### src/rtl/p_accum_pkg.sv
// p_accum_pkg: data formats, accumulator states and format limit helpers
package p_accum_pkg;
  typedef enum logic {INT, FXP} dtype_t;
  typedef struct packed {
    dtype_t     dtype;
    logic       sign;
    logic [7:0] prec;
    logic [7:0] frac;
  } dconf_t;
  typedef enum logic [1:0] {IDLE, ACC, DONE} acc_state_t;
  function automatic longint fxp_max(dconf_t c);
    return c.sign ? (longint'(1) <<< (c.prec - 8'd1)) - 1 : (longint'(1) <<< c.prec) - 1;
  endfunction
  function automatic longint fxp_min(dconf_t c);
    return c.sign ? -(longint'(1) <<< (c.prec - 8'd1)) : 0;
  endfunction
  function automatic int acc_w(dconf_t i, dconf_t o, int lw);
    int a;
    a = int'(i.prec) + int'(o.frac) - int'(i.frac);
    return (a > int'(o.prec) ? a : int'(o.prec)) + lw + 1;
  endfunction
endpackage

### src/rtl/p_accum_align.sv
// p_align: combinational I_CONF->O_CONF fraction alignment into a W-bit signed word (in -> out, rounded)
module p_align
  import p_accum_pkg::*;
#(
  parameter dconf_t I_CONF = dconf_t'{FXP, 1'b1, 8'd8, 8'd3},
  parameter dconf_t O_CONF = dconf_t'{FXP, 1'b1, 8'd16, 8'd4},
  parameter int     W      = 25
) (
  input  logic [I_CONF.prec-1:0] in,
  output logic signed [W-1:0]    out,
  output logic                   rounded
);
  localparam int IP = int'(I_CONF.prec);
  localparam int SH = int'(O_CONF.frac) - int'(I_CONF.frac);
  localparam int RS = SH < 0 ? -SH : 1;
  logic signed [W-1:0] ext;
  assign ext = {{(W-IP){I_CONF.sign & in[IP-1]}}, in};
  if (SH >= 0) begin : g_l
    assign out = ext <<< SH;
    assign rounded = 1'b0;
  end else begin : g_r
    assign out = ext >>> RS;
    assign rounded = |in[RS-1:0];
  end
endmodule

### src/rtl/p_accum.sv
// p_accum: streaming saturating accumulator (start/len, in valid/ready -> out valid/ready with ovf/udf/rounded)
module p_accum
  import p_accum_pkg::*;
#(
  parameter dconf_t I_CONF = dconf_t'{FXP, 1'b1, 8'd8, 8'd3},
  parameter dconf_t O_CONF = dconf_t'{FXP, 1'b1, 8'd16, 8'd4},
  parameter int     LEN_W  = 8
) (
  input  logic                   clk,
  input  logic                   reset,
  input  logic                   start,
  input  logic [LEN_W-1:0]       len,
  input  logic                   in_valid,
  output logic                   in_ready,
  input  logic [I_CONF.prec-1:0] in,
  output logic                   out_valid,
  input  logic                   out_ready,
  output logic [O_CONF.prec-1:0] out,
  output logic                   ovf,
  output logic                   udf,
  output logic                   rounded
);
  localparam int OP = int'(O_CONF.prec);
  localparam int AW = acc_w(I_CONF, O_CONF, LEN_W);
  localparam logic signed [AW-1:0] OMAX = AW'(fxp_max(O_CONF));
  localparam logic signed [AW-1:0] OMIN = AW'(fxp_min(O_CONF));
  acc_state_t state, nstate;
  logic [LEN_W-1:0] cnt, len_q;
  logic signed [AW-1:0] acc, op, sum;
  logic [OP-1:0] sat;
  logic rnd, fire, last;
  p_align #(.I_CONF(I_CONF), .O_CONF(O_CONF), .W(AW)) u_align (.in(in), .out(op), .rounded(rnd));
  assign in_ready = state == ACC;
  assign out_valid = state == DONE;
  assign fire = in_valid && in_ready;
  assign last = fire && (cnt + 1'b1) == len_q;
  assign sum = acc + op;
  assign sat = sum > OMAX ? OMAX[OP-1:0] : sum < OMIN ? OMIN[OP-1:0] : sum[OP-1:0];
  always_comb begin
    nstate = state == IDLE ? (start ? (len == '0 ? DONE : ACC) : IDLE) :
             state == ACC  ? (last ? DONE : ACC) :
                             (out_ready ? IDLE : DONE);
  end
  always_ff @(posedge clk) state <= reset ? IDLE : nstate;
  always_ff @(posedge clk) begin
    if (reset) begin
      cnt <= '0;
      len_q <= '0;
      acc <= '0;
      out <= '0;
      ovf <= 1'b0;
      udf <= 1'b0;
      rounded <= 1'b0;
    end else if (state == IDLE && start) begin
      cnt <= '0;
      len_q <= len;
      acc <= '0;
      out <= '0;
      ovf <= 1'b0;
      udf <= 1'b0;
      rounded <= 1'b0;
    end else if (fire) begin
      cnt <= cnt + 1'b1;
      acc <= sum;
      rounded <= rounded | rnd;
      if (last) begin
        out <= sat;
        ovf <= sum > OMAX;
        udf <= sum < OMIN;
      end
    end
  end
endmodule

### config.mk
export PLATFORM = sky130hd
export DESIGN_NAME = p_accum
export DESIGN_NICKNAME = d
export VERILOG_FILES = /design/src/rtl/p_accum_pkg.sv /design/src/rtl/p_accum_align.sv /design/src/rtl/p_accum.sv
export SDC_FILE = /design/constraint.sdc
export NUM_CORES = 1
export LEC_CHECK = 0
export ABC_CLOCK_PERIOD_IN_PS = 6000
export CAP_MARGIN = 20
export CORE_MARGIN = 5
export CORE_UTILIZATION = 47
export CTS_CLUSTER_SIZE = 16
export DETAILED_ROUTE_END_ITERATION = 10
export MAX_ROUTING_LAYER = met4
export PLACE_DENSITY = 0.69
export SETUP_SLACK_MARGIN = 0.2
export SYNTH_ARGS = -nofsm -noshare
export SYNTH_HDL_FRONTEND = slang
export SYNTH_SLANG_ARGS = --single-unit
### constraint.sdc
create_clock -name clk -period 6 [get_ports clk]
set_input_delay 0.9 -clock clk [delete_from_list [all_inputs] [get_ports clk]]
set_output_delay 0.9 -clock clk [all_outputs]
set_load 0.05 [all_outputs]
==> results.cfg, run 1 <==
[power]
switchingPower_uw = 286.8
p_sw_share_pct = 29.05
p_int_uw = 700.4
ir_drop_mv = 0.1083
p_clk_share_pct = 41.9
p_total_uw = 987.3
p_leak_nw = 1.618
p_per_area_nw_per_um2 = 231.1
pwr-share-seq_pct = 41.3
comb_power_share_pct = 16.8

[sta]
fin_ws_ns = 1.316
finClkSkew_ns = 0.007312
fin_hold_ws_ns = 0.4553
max_freq_mhz = 213.5
hold_viol = 0
worst_slew_pin_slew_ns = 0.9471
fin_crit_ns = 4.684
rsz0062_at_grt = false
finalSetupViolations = 0
finalCritPeriodShare_pct = 78.07
max-slew-margin-rel_pct = 36.86
tns_ns = 0
drv_slew = 0

[synthesis]
yosysSeqAreaShare_pct = 32.65
netlist_instances = 466
ys_warn_count = 0
syn_nets = 512
synth_edf_count = 0
mappedNetlistArea_um2 = 3617
ys_types = 55
async_flop_share_pct = 0
syn_area_per_cell_um2 = 7.762
synth_flop_cell = dfxtp_1
ys_ff_latch = 59

[worst_setup_path]
r2r_slack_ns = 2.29
worstSetupPathType = in -> reg
required_ns = 6.19
start_kind = input port
critical_path_peak_fanout = 17
worstSetupEndpointType = flip-flop
crit_arrival_ns = 4.87

[placed_design]
place_area_um2 = 4048
pre_cts_ws_ns = 1.128
placedCellCount = 583
dpl.hpwl_um = 6176
gp_congestion = 0.9275
portBuffers = 40

[finish]
diodes = 0
layout_commonest_cell = nand2_1
fin_util_pct = 56.15
syn2layout_area_growth_pct = 18.09
final_cell_mix = nand2_1 (78), dfxtp_1 (59), a21oi_1 (50)
design_area_um2 = 4272
fillCellCount = 710
drive_gt1_share_pct = 5.231
final_nets = 538
fin_cells = 599

[clocking]
clock_latency_ns = 0.34
hold_buffers = 0
ctsResizeCount = 0
clkSinkCount = 59
root_buffer = clkbuf_8
cts_max_path_buffers = 2
htreeDepth = 3
numCtsBuffers = 9
clkTransAtPathRegs_ns = 0.07
cts_tree = done
postCtsSetupRepairBufs = 0

[min_path]
hold_path_class = reg -> reg

[global_routing]
grt_max_degree = 35
overflow = 0
grt_usage_pct = 19.11
antenna_found_initial = 0
grt_first_pass_wirelength_um = 14760
grt_pass1_vias = 3218

[drt]
dr.pass1.iters = 4
antenna_left = 0
drc = 0
dr.first_iter.drc_count = 138
routedWlPerCell_um = 14.57
totalWireLength_um = 8725
vias_per_cell = 5.584
vias = 3345

[floorplanning]
die_w_um = 97.73
fp.dieH_um = 97.73
num_rows = 32
die_area_um2 = 9551
core_um2 = 7607
initial_core_util_pct = 47.55
ios = 42

[flow_run]
cap_violations = 0

[outcome]
status = completed
-- path summary, 6_finish.rpt --
| check | cells past startpoint | endpoint | start |
|---|---|---|---|
| worst max-delay path | 11 | out[3]$_SDFFE_PP0P_ | in[7] |
| worst min-delay path | 2 | udf$_SDFFE_PP0P_ | udf$_SDFFE_PP0P_ |
| worst max register to register | 13 | out[1]$_SDFFE_PP0P_ | acc[1]$_SDFFE_PP0P_ |
| worst min register to register | 2 | udf$_SDFFE_PP0P_ | udf$_SDFFE_PP0P_ |
-- synth_stat cells, types with 3 or more instances --
cell type   n  share of area, %
nand2_1    78               8.1
dfxtp_1    59                33
a21oi_1    50               6.9
nor2_1     34               3.5
o21ai_0    33               4.6
ha_1       24               8.3
xnor2_1    23               5.6
clkbuf_1   20               2.1
a31oi_1    15               2.6
xor2_1     13               3.1
inv_1      11               1.1
nand3_1    11               1.5
a21o_1     10               2.1
and2_1      7               1.2
a211oi_1    4              0.83
nor2b_1     4              0.69
nor3_1      4              0.55
nor4_1      4              0.69
o22ai_1     4              0.69
and4_1      3              0.73
buf_2       3              0.41
buf_4       3              0.62
nand4_1     3              0.52
o21bai_1    3              0.62
or3_1       3              0.52
-- layout make-up --
type	count	area (um2)	area share, %
flip-flops and latches	59	1181	27.65
clock buffers	9	123.9	2.900
well taps	102	127.6	2.988
inverters	11	41.29	0.9666
clock inverters	7	100.1	2.343
multi-input cells	368	2275	53.25
repair buffers	43	422.9	9.900
-- power groups by stage --
stage          Combinational [mW]  Sequential (mW)  Clock [mW]
2_1_floorplan               0.116            0.418           0
3_3_place_gp                0.163            0.417           0
3_5_place_dp                0.164            0.417           0
4_1_cts                     0.166            0.408       0.419
5_1_grt                     0.184            0.409       0.440
6_report                    0.165            0.408       0.414
-- logic make-up (layout without fill, tap and decap cells) --
kind of cell / count (synthesis) / in the layout / synth area share (%)
simple gates: 160 / 160 / 19.86
compound gates: 145 / 145 / 25.08
flops: 59 / 59 / 32.65
buf+inv: 39 / 70 / 4.462
xor+xnor: 36 / 36 / 8.717
fa+ha+maj: 25 / 25 / 8.855
other cells: 1 / 1 / 0.1037
mux: 1 / 1 / 0.2767
-- sequential cells by signal (all words and copies together) (netlist names) --
register  cells
acc          24
out          16
udf           1
state         2
cnt           8
len_q         8
-- critical path, stage by stage --
cell	delay, ns
clkdlybuf4s50_1	0.85
ha_1	0.62
a2111oi_0	0.42
o21ai_0	0.20
a22oi_1	0.39
o41ai_1	0.18
xnor2_1	0.31
a21boi_0	0.23
nand4b_1	0.23
nand2_1	0.40
a31oi_1	0.14
-- per-layer routing --
metal / vias up / wire, um / track usage [%]
met5: - / 0 / -
met4: 0 / 173 / 7.881
met3: 15 / 252 / 2.929
met2: 60 / 4446 / 33.84
met1: 1571 / 3852 / 21.40
li1: 1699 / - / -
No activity file was read; power rests on OpenSTA's default activity.
==> run 2, diff against run 1 <==
--- a/config.mk
+++ b/config.mk
@@ -5,14 +5,14 @@
 export SDC_FILE = /design/constraint.sdc
 export NUM_CORES = 1
 export LEC_CHECK = 0
-export ABC_CLOCK_PERIOD_IN_PS = 6000
+export ABC_CLOCK_PERIOD_IN_PS = 4100
 export CAP_MARGIN = 20
 export CORE_MARGIN = 5
 export CORE_UTILIZATION = 47
 export CTS_CLUSTER_SIZE = 16
 export DETAILED_ROUTE_END_ITERATION = 10
 export MAX_ROUTING_LAYER = met4
-export PLACE_DENSITY = 0.69
+export PLACE_DENSITY = 0.71
 export SETUP_SLACK_MARGIN = 0.2
 export SYNTH_ARGS = -nofsm -noshare
 export SYNTH_HDL_FRONTEND = slang
==> constraint.sdc (replaced) <==
create_clock -name clk -period 4.1 [get_ports clk]
set_input_delay 0.615 -clock clk [delete_from_list [all_inputs] [get_ports clk]]
set_output_delay 0.615 -clock clk [all_outputs]
set_load 0.05 [all_outputs]
==> run 2 against run 1 <==
Combinational power is 67% higher. Register-to-register slack worse by 1.5 ns. Power increased by 35%. Sequential power up 46%. Largest cell class unchanged. Largest power group is now registers.
==> results.cfg, run 2 (synthesized netlist as in run 1, its figures left out) <==
[worst_setup_path]
max_stage_delay_ns = 0.46
crit_slowest_cell = clkdlybuf4s50_1
worstSetupPathType = in -> reg
worstSetupEndpointType = flip-flop
timing.rr.end = udf$_SDFFE_PP0P_
required_ns = 4.37
crit_chain = clkdlybuf4s50_1 > ha_1 > inv_1 > fa_1 > nor2b_1 > o2111ai_1 > nand2_1 > a22oi_1 > buf_4 > o41ai_1 > xnor2_1 > and3b_1 > and4_4 > or3_1 > a21oi_1
rr_startpoint = acc[1]$_SDFFE_PP0P_
r2r_slack_ns = 0.84
start_kind = input port
r2r_cells = 14
critical_path_peak_fanout = 14
crit_arrival_ns = 3.93

[finish]
seqCellArea_um2 = 1181
layout_commonest_cell = nand2_1
diodes = 0
fin_cells = 633
drive_gt1_share_pct = 11.49
largest_reg_flops = 24
syn2layout_area_growth_pct = 24.25
top_regs = acc x24, out x16
multi_input_area_um2 = 2278
fillCellCount = 697
design_area_um2 = 4494
final_cell_mix = nand2_1 (78), dfxtp_1 (59), a21oi_1 (50)
final_nets = 573
top_register = acc

[drt]
totalWireLength_um = 8964
routedWlPerCell_um = 14.16
vias_per_cell = 5.461
dr.first_iter.drc_count = 138
drc = 0
vias = 3457
antenna_left = 0
dr.pass1.iters = 4

[floorplanning]
die_area_um2 = 9551
fp.dieH_um = 97.73
ios = 42
core_um2 = 7607
num_rows = 32
initial_core_util_pct = 47.55
die_w_um = 97.73

[power]
p_total_mw = 1.337
ir_drop_mv = 0.2699
p_per_area_nw_per_um2 = 297.6
p_leak_nw = 1.763

[sta]
max_freq_mhz = 273.6
finalSetupViolations = 0
fin_crit_ns = 3.656
worst_slew_pin_slew_ns = 1.067
rsz0062_at_grt = false
finClkSkew_ns = 0.008625
drv_slew = 0
fin_ws_ns = 0.4444
hold_viol = 0
max-slew-margin-rel_pct = 28.86
tns_ns = 0
finalCritPeriodShare_pct = 89.16

[global_routing]
grt_usage_pct = 20.20
antenna_found_initial = 0
overflow = 0
grt_first_pass_wirelength_um = 15530
grt_max_degree = 34
grt_pass1_vias = 3353

[placed_design]
pre_cts_ws_ns = -0.1073
portBuffers = 40
dpl.hpwl_um = 6630
gp_congestion = 0.9009
place_area_um2 = 4323
placedCellCount = 618

[flow_run]
cap_violations = 0

[clocking]
cts_tree = done
cts_max_path_buffers = 2
htreeDepth = 3
numCtsBuffers = 9
clock_latency_ns = 0.34
clkSinkCount = 59
postCtsSetupRepairBufs = 0
root_buffer = clkbuf_8
clkTransAtPathRegs_ns = 0.06

[min_path]
hp-start = acc[18]$_SDFFE_PP0P_
min_to = acc[18]$_SDFFE_PP0P_
min_path_cells = 2
hold_path_class = reg -> reg

[outcome]
status = completed
[run 2: cell count changes in the layout (fill, tap and decap cells not counted)]
cell	before	now
buf_4	3	37
clkinv_4	3	0
bufinv_16	2	0
clkinv_2	1	3
clkinvlp_4	0	2
a2111oi_0	2	1
a2111oi_1	0	1
and4_1	3	2
and4_4	0	1
buf_12	0	1
clkbuf_8	9	10
inv_6	1	0
[run 2: worst max-delay path by stage]
stage                from             endpoint  slack [ns]  cells past startpoint
finish              in[0]     udf$_SDFFE_PP0P_        0.44                     15
global route        in[0]  out[2]$_SDFFE_PP0P_        0.22                     16
CTS                 in[0]  out[1]$_SDFFE_PP0P_        0.25                     14
detailed placement  in[0]  out[1]$_SDFFE_PP0P_       -0.11                     14
global placement    in[0]  out[1]$_SDFFE_PP0P_       -0.01                     14
floorplan           in[0]  out[5]$_SDFFE_PP0P_        0.77                     14
[run 2: metrics by stage]
step	hold slack (ns)	utilization [%]
detailed placement	0.4537	56.83
CTS	0.4621	59.03
finish	0.4626	59.08
floorplan	0.4400	-
global placement	0.4474	56.83
global route	0.4764	59.08
[run 2: cell type report]
| cell class | count | share of cell area, % |
|---|---|---|
| timing repair buffer | 78 | 15.53 |
| clock buffer | 10 | 3.062 |
| inverter | 11 | 0.9187 |
| tap | 102 | 2.840 |
| clock inverter | 5 | 0.6682 |
| multi-input combinational | 368 | 50.70 |
| sequential | 59 | 26.28 |
[run 2: critical path, delay by kind of cell]
kind | cells | cell delay (ns)
AOI/OAI and AO/OA | 4 | 0.78
xor gates and xnor gates | 1 | 0.21
adders and majority gates | 2 | 0.59
buffers and inverters | 3 | 0.68
and+or+nand+nor | 5 | 1.06
[run 2: power breakdown]
part | total (mW) | switching, mW | internal [mW] | leakage, nW
combinational | 0.276 | 0.158 | 0.117 | 1.20
sequential | 0.597 | 0.00971 | 0.588 | 0.478
clock | 0.464 | 0.236 | 0.229 | 0.0839
total | 1.34 | 0.404 | 0.934 | 1.76
[run 2: repair_timing]
item,CTS,global route
hold buffers,0,0
endpoints found under the setup margin,0,15
resized for setup,0,3
[run 2: layer usage]
metal  share of wire [%]  wire length (um)  GRT usage (%)  vias up
met5                   0                 0              -        -
met4                 3.5               316          8.839        0
met3                 3.8               341          5.000       24
met2                  48              4307          33.37       68
met1                  45              3998          23.26     1599
li1                    -                 -              -     1766
